<file path="src/rtl/rr_grant_arbiter.sv">
// rr_grant_arbiter
// Round-robin arbiter for DECODE_WIDTH requesters. The winner is held as an
// index and decoded to a one-hot grant; every output comes straight from a
// flop. A hold counter forces rotation once an owner has held the resource
// for MAX_HOLD consecutive cycles while someone else is waiting.
//
// state | meaning
// ------+------------------------------------------------------------
// IDLE  | nobody owns the resource, grant is all zeros
// BUSY  | requester grant_idx owns the resource, hold_cnt counts its tenure

module rr_grant_arbiter #(
    parameter int ENCODE_WIDTH = 2,
    parameter int DECODE_WIDTH = 2 ** ENCODE_WIDTH,
    parameter int MAX_HOLD     = 8
) (
    input  logic                    clk,
    input  logic                    rst,
    input  logic [DECODE_WIDTH-1:0] req,
    output logic [DECODE_WIDTH-1:0] grant,
    output logic [ENCODE_WIDTH-1:0] grant_idx,
    output logic                    grant_valid
);

    localparam int HOLD_WIDTH = $clog2(MAX_HOLD + 1);
    localparam logic [HOLD_WIDTH-1:0]   HOLD_MAX = HOLD_WIDTH'(MAX_HOLD);
    localparam logic [HOLD_WIDTH-1:0]   HOLD_ONE = HOLD_WIDTH'(1);
    localparam logic [ENCODE_WIDTH-1:0] IDX_ONE  = ENCODE_WIDTH'(1);

    typedef enum logic {
        IDLE = 1'b0,
        BUSY = 1'b1
    } state_t;

    state_t                  state, state_nxt;
    logic [ENCODE_WIDTH-1:0] ptr, ptr_nxt;
    logic [ENCODE_WIDTH-1:0] idx_nxt;
    logic                    valid_nxt;
    logic [DECODE_WIDTH-1:0] grant_nxt;
    logic [HOLD_WIDTH-1:0]   hold_cnt, hold_nxt;

    logic [ENCODE_WIDTH-1:0] next_owner;
    logic [ENCODE_WIDTH-1:0] search_start;
    logic [DECODE_WIDTH-1:0] search_mask;
    logic [DECODE_WIDTH-1:0] owner_onehot;
    logic                    owner_req;
    logic                    found;
    logic [ENCODE_WIDTH-1:0] winner;
    logic [ENCODE_WIDTH-1:0] cand;

    // Owner-relative helpers. N is a power of two, so owner+1 wraps for free.
    always_comb begin
        next_owner   = grant_idx + IDX_ONE;
        owner_onehot = '0;
        owner_onehot[grant_idx] = 1'b1;
        owner_req    = req[grant_idx];
    end

    // Choose where the search starts and which requesters it may pick. While
    // busy the search always starts just past the owner and never returns the
    // owner itself, which covers both release and preemption.
    always_comb begin
        search_start = ptr;
        search_mask  = req;
        if (state == BUSY) begin
            search_start = next_owner;
            search_mask  = req & ~owner_onehot;
        end
    end

    // Rotating priority search: scanning offsets from high to low leaves the
    // lowest offset from search_start as the winner.
    always_comb begin
        found  = 1'b0;
        winner = '0;
        cand   = '0;
        for (int i = DECODE_WIDTH - 1; i >= 0; i--) begin
            cand = search_start + ENCODE_WIDTH'(i);
            if (search_mask[cand]) begin
                found  = 1'b1;
                winner = cand;
            end
        end
    end

    // Next-state and next-output logic.
    always_comb begin
        state_nxt = state;
        ptr_nxt   = ptr;
        idx_nxt   = grant_idx;
        valid_nxt = grant_valid;
        hold_nxt  = hold_cnt;

        unique case (state)
            IDLE: begin
                if (found) begin
                    state_nxt = BUSY;
                    idx_nxt   = winner;
                    valid_nxt = 1'b1;
                    hold_nxt  = HOLD_ONE;
                end
            end
            BUSY: begin
                if (!owner_req) begin
                    // Release: hand straight to the next requester if any.
                    ptr_nxt = next_owner;
                    if (found) begin
                        idx_nxt  = winner;
                        hold_nxt = HOLD_ONE;
                    end else begin
                        state_nxt = IDLE;
                        valid_nxt = 1'b0;
                        hold_nxt  = '0;
                    end
                end else if (hold_cnt == HOLD_MAX && found) begin
                    // Tenure used up and someone else is waiting: preempt.
                    ptr_nxt  = next_owner;
                    idx_nxt  = winner;
                    hold_nxt = HOLD_ONE;
                end else if (hold_cnt != HOLD_MAX) begin
                    hold_nxt = hold_cnt + HOLD_ONE;
                end
            end
            default: begin
                state_nxt = IDLE;
                valid_nxt = 1'b0;
            end
        endcase

        grant_nxt = '0;
        if (valid_nxt) begin
            grant_nxt[idx_nxt] = 1'b1;
        end
    end

    // State, pointer, hold counter and registered outputs.
    always_ff @(posedge clk) begin
        if (rst) begin
            state       <= IDLE;
            ptr         <= '0;
            hold_cnt    <= '0;
            grant       <= '0;
            grant_idx   <= '0;
            grant_valid <= 1'b0;
        end else begin
            state       <= state_nxt;
            ptr         <= ptr_nxt;
            hold_cnt    <= hold_nxt;
            grant       <= grant_nxt;
            grant_idx   <= idx_nxt;
            grant_valid <= valid_nxt;
        end
    end

endmodule

</file>
<file path="config.mk">
export PLATFORM = sky130hd
export DESIGN_NAME = rr_grant_arbiter
export DESIGN_NICKNAME = d
export VERILOG_FILES = /design/src/rtl/rr_grant_arbiter.sv
export SDC_FILE = /design/constraint.sdc
export NUM_CORES = 1
export LEC_CHECK = 0
export BUFFER_PORTS_ARGS = -buffer_cell sky130_fd_sc_hd__buf_2
export CORE_MARGIN = 2
export CORE_UTILIZATION = 30
export DETAILED_ROUTE_END_ITERATION = 7
export SYNTH_ARGS = -nofsm -noshare
export SYNTH_HDL_FRONTEND = slang
export SYNTH_SLANG_ARGS = --single-unit
</file>
<file path="constraint.sdc">
create_clock -name clk -period 2.8 [get_ports clk]
set_input_delay 0.56 -clock clk [delete_from_list [all_inputs] [get_ports clk]]
set_output_delay 0.56 -clock clk [all_outputs]
set_load 0.1 [all_outputs]
</file>
# Word-level counts from Yosys, hierarchy flattened
# Cells that the tools add are included.
# W data, S select, Z words.
[totals]
output_inout_bits = 7
elab_cells = 77
input_bits = 6
register_bits = 14
[classes]
bitwise = 4
add_sub_neg = 5
n_reduce_logical = 6
magnitude_cmp = 8
eq_ne = 5
mux = 43
[op_table]
columns = ["cell", "count"]
rows = [
  ["$mux W2", 10],
  ["$mux W4", 5],
  ["$lt A2 B3 Y1 const B", 6],
  ["$mux W1", 17],
  ["$bmux W1 S2", 5],
  ["$pmux W4 S2", 1],
  ["$add A2 B1 Y2 const B", 2],
  ["$add A2 B2 Y2 const B", 2],
  ["$add A4 B1 Y4 const B", 1],
  ["$and A4 B4 Y4", 1],
  ["$demux W1 S2", 2],
  ["$eq A4 B4 Y1 const B", 1],
  ["$ge A2 B1 Y1 const B", 2],
  ["$ne A4 B2 Y1 const B", 1],
  ["$ne A4 B4 Y1 const B", 1],
  ["$not A4 Y4", 1],
  ["$pmux W1 S2", 2],
  ["$pmux W2 S2", 1],
  ["$reduce_and A2 Y1", 2],
  ["$logic_and A1 B1 Y1", 3],
  ["$ne A2 B1 Y1 const B", 1],
  ["$ne A2 B2 Y1 const B", 1],
  ["$not A1 Y1", 2],
  ["$reduce_or A2 Y1", 1],
]

# Depth between registers and ports, before layout
[logic_depth]
word_depth = 21
mapped_depth = 9
mapped_depth_nobuf = 8

# Worst setup path after synthesis
# Ideal clock, no wire load.
[synth_timing]
path_type = "flip-flop to flip-flop"
start = "register grant_idx[0]"
end = "register grant[0]"
period_less_slack_ps = 2892
stages_incl_launch_ff = 9
setup_slack_ps = -92
setup_ps = 76
required_time_ps = 2724
arrival_ps = 2816
cell_sequence = "dfxtp_1 -> inv_1 -> ha_1 -> or2b_1 -> nand3_1 -> or2_2 -> o21ai_0 -> a211oi_1 -> a21boi_0"
[synth_rtl]
columns = ["element", "line", "rtl"]
rows = [
  ["from (decl)", "21", "output logic [ENCODE_WIDTH-1:0] grant_idx,"],
  ["from (signal assigned)", "150", "grant_idx <= idx_nxt;"],
  ["$add A2 B1 Y2 (*)", "53", "next_owner = grant_idx + IDX_ONE;"],
  ["via next_owner[0]", "42", "logic [ENCODE_WIDTH-1:0] next_owner;"],
  ["$mux W2 (*)", "65", "if (state == BUSY) begin"],
  ["$add A2 B2 Y2", "78", "cand = search_start + ENCODE_WIDTH'(i);"],
  ["$bmux W1 S2", "79", "if (search_mask[cand]) begin"],
  ["$mux W1 (not written as such)", "79", ""],
  ["$mux W1 (4 in series)", "79", ""],
  ["$logic_and A1 B1 Y1", "115", "end else if (hold_cnt == HOLD_MAX && found) begin"],
  ["$mux W2", "115", ""],
  ["$mux W2", "104", "if (!owner_req) begin"],
  ["$pmux W2 S2", "94", "unique case (state)"],
  ["$lt A2 B3 Y1 (not written as such) or $ge A2 B1 Y1 (tied branches)", "132", "grant_nxt[idx_nxt] = 1'b1;"],
  ["$logic_and A1 B1 Y1 (not written as such)", "132", ""],
  ["$mux W1 (not written as such)", "132", ""],
  ["$demux W1 S2", "132", ""],
  ["to (signal assigned)", "149", "grant <= grant_nxt;"],
  ["to (decl)", "20", "output logic [DECODE_WIDTH-1:0] grant,"],
]
# Mark *: on every way through the listed nets, which the timed path passes. The rest lies on a longest branch. The select of a mux whose other input is x is not followed.
# A chain may end at the register's enable or synchronous reset.

# Final worst setup path
# Ends and elaborated chain as after synthesis.

==> impl_metrics.py <==
metrics = {
    "run_status": {
        "status": "finished clean",
    },
    "timing": {
        "finalMaxSlewViolations": 0,
        "final-setup-viol-count": 0,
        "slew_headroom_pct": 65.2,
        "hold_viol_final": 0,
        "period_share_pct": 80.0,
        "setup-tns-final_ns": 0,
        "fin_crit_ns": 2.24,
        "fin_ws_ns": 0.559,
        "worst_slew_pin_slew_ns": 0.521,
        "finClkSkew_ns": 0.00468,
        "fmax_ghz": 0.446,
        "rsz0062_at_grt": "no",
    },
    "clock_network": {
        "cts_setup_buffers": 0,
        "cts_buffers": 3,
        "cts_resized": 0,
        "cts.path.max_buffers": 2,
        "hold_buffers": 0,
        "clkLatencyLatePin_ns": 0.28,
        "cts_sinks": 14,
        "cts_max_level": 1,
        "cts_tree": "yes",
        "clk_pin_slew_worst_paths_ns": 0.08,
        "clockRootBuffer": "clkbuf_4",
    },
    "worst_setup_path": {
        "r2r_start": "grant_idx[0]",
        "r2r-end": "grant[0]",
        "startpoint_type": "register",
        "cp-end-kind": "register",
        "worstSetupStartpoint": "grant_idx[0]",
        "r2r_setup_slack_ns": 0.56,
        "worstSetupPathType": "register to register",
        "r2r_cells": 8,
        "crit_required_ns": 3.01,
        "crit_fanout": 7,
        "worstPathArrival_ns": 2.45,
        "cp-endpoint": "grant[0]",
    },
    "yosys": {
        "synth.avg_cell_area_sq_um": 8.58,
        "synthTopCellsByArea": "dfxtp_1 30%, ha_1 8.1%, nor2_1 5.7%",
        "synthDominantAreaCellType": "dfxtp_1",
        "async_reset_ff_share_pct": 0,
        "yosys_warnings": 0,
        "yosysSeqAreaShare_pct": 30.2,
        "ys_ff_latch": 14,
        "syn_inst": 108,
        "synth_top_area_share_pct": 30.2,
        "yosysUniqueCellTypes": 37,
        "synth_edf_count": 0,
        "synth_flop_cell": "dfxtp_1",
        "synth_nets": 120,
        "syn_area_sq_um": 927,
    },
    "place": {
        "pre_cts_ws_ns": 0.458,
        "placed_cells": 149,
        "gp_congestion": 0.774,
        "hpwl_um": 1520,
        "port_buffers": 12,
    },
    "floorplan": {
        "start_util_pct": 30.9,
        "die_area_sq_um": 3550,
        "coreArea_sq_um": 3000,
        "die_w_um": 59.6,
        "ios": 13,
        "row_count": 20,
        "die_h_um": 59.6,
    },
    "drt": {
        "post_drt_wl_per_cell_um": 13.3,
        "viasPerCell": 5.40,
        "wirelength_um": 2040,
        "drc": 0,
        "vias": 826,
        "first_iter_violations": 24,
        "ant_nets": 0,
        "dr.pass1.iters": 4,
    },
    "pwr": {
        "max-vdd-ir-drop_mv": 0.295,
        "power_per_cell_area_nw_per_um2": 664,
        "leakage_nw": 0.420,
    },
    "final_layout": {
        "fillers": 327,
        "area_growth_pct": 11.1,
        "drive_gt1_share_pct": 21.7,
        "antenna_cells": 0,
        "fin_cells": 153,
        "finalNetCount": 133,
    },
    "grt": {
        "antenna_found_initial": 0,
        "grt_max_degree": 19,
        "grt_usage_pct": 13.6,
        "gr-total-overflow": 0,
        "grt_pass1_vias": 830,
        "grt_pass1_wl_um": 3590,
    },
    "run": {
        "max-cap-violations": 0,
    },
    "worst_hold_path": {
        "min_path_type": "register to register",
    },
}
-- layer usage --
metal	vias up	part of all wire [%]	track usage (%)
li1	415	-	-
met1	390	43	14.2
met2	17	52	25.0
met3	4	3.5	4.59
met4	0	1.5	4.76
met5	-	0	0
-- worst min path at each step --
stage	slack, ns	end	cells after the start	from
after floorplan	0.46	ptr[1]	2	ptr[1]
after global placement	0.47	ptr[1]	2	ptr[1]
after detailed placement	0.50	ptr[1]	2	ptr[1]
after CTS	0.52	ptr[0]	2	ptr[0]
after global routing	0.56	hold_cnt[3]	1	hold_cnt[3]
final	0.50	ptr[1]	2	ptr[1]
-- cells in the mapped netlist (4+ instances only) --
cell and number:
mux2_2 4, a21boi_0 5, dfxtp_1 14, a21oi_1 6, nand2_1 7, ha_1 6, nor2_1 14, o21ai_0 4
inv_1 6, nand3_1 5
-- power breakdown --
group	total (mW)	switching [mW]	internal (mW)
sequential	0.244	0.0228	0.221
clock	0.148	0.0688	0.0792
combinational	0.291	0.204	0.0871
-- critical path, stage by stage, from the launching register on --
cell      delay, ns
dfxtp_2        0.39
inv_1          0.14
ha_1           0.23
or2b_1         0.23
nand3_1        0.19
or2_2          0.20
o21ai_0        0.11
a211oi_1       0.46
a21boi_0       0.22
-- logic make-up (layout without fill, tap and decap cells) --
group,after synthesis,count (layout),synth area share (%)
fa+ha+maj,6,6,8.10
buf+inv,10,22,6.48
mux,6,6,8.37
flops,14,14,30.2
simple gates,41,41,22.3
compound gates,31,31,24.6
-- state kept, by name, indices dropped and copies added, names as in the netlist --
name         count
grant            4
hold_cnt         4
grant_idx        2
ptr              2
grant_valid      1
state            1
-- stage by stage --
stage	instance area, sq um	util (%)	hold WS [ns]	power (mW)
2_1_floorplan	930	-	0.456	0.492
3_3_place_gp	993	33.1	0.470	0.534
3_5_place_dp	993	33.1	0.496	0.539
4_1_cts	1030	34.3	0.516	0.691
5_1_grt	1030	34.3	0.560	0.732
6_report	1030	34.3	0.500	0.683
-- cell type report --
cell class              instances  area (sq um)  area share [%]
repair buffers                 12          60.1            5.83
well taps                      33          41.3            4.01
inverters                       6          22.5            2.19
multi-input cells              84           587            57.0
flip-flops and latches         14           283            27.5
clock buffers                   4          36.3            3.52
-- placed cells by master, fill, tap and decap left out, types with 3 or more instances in the layout --
cell / instances
a211oi_1: 3
o21ai_0: 4
a21boi_0: 5
ha_1: 6
dfxtp_1: 12
a32oi_1: 3
clkbuf_4: 3
buf_2: 12
or2b_1: 3
mux2_2: 4
nand3_1: 5
nor2_1: 14
inv_1: 6
nand2_1: 7
nand3b_1: 3
a21oi_1: 6
No activity file was read; power rests on OpenSTA's default activity.
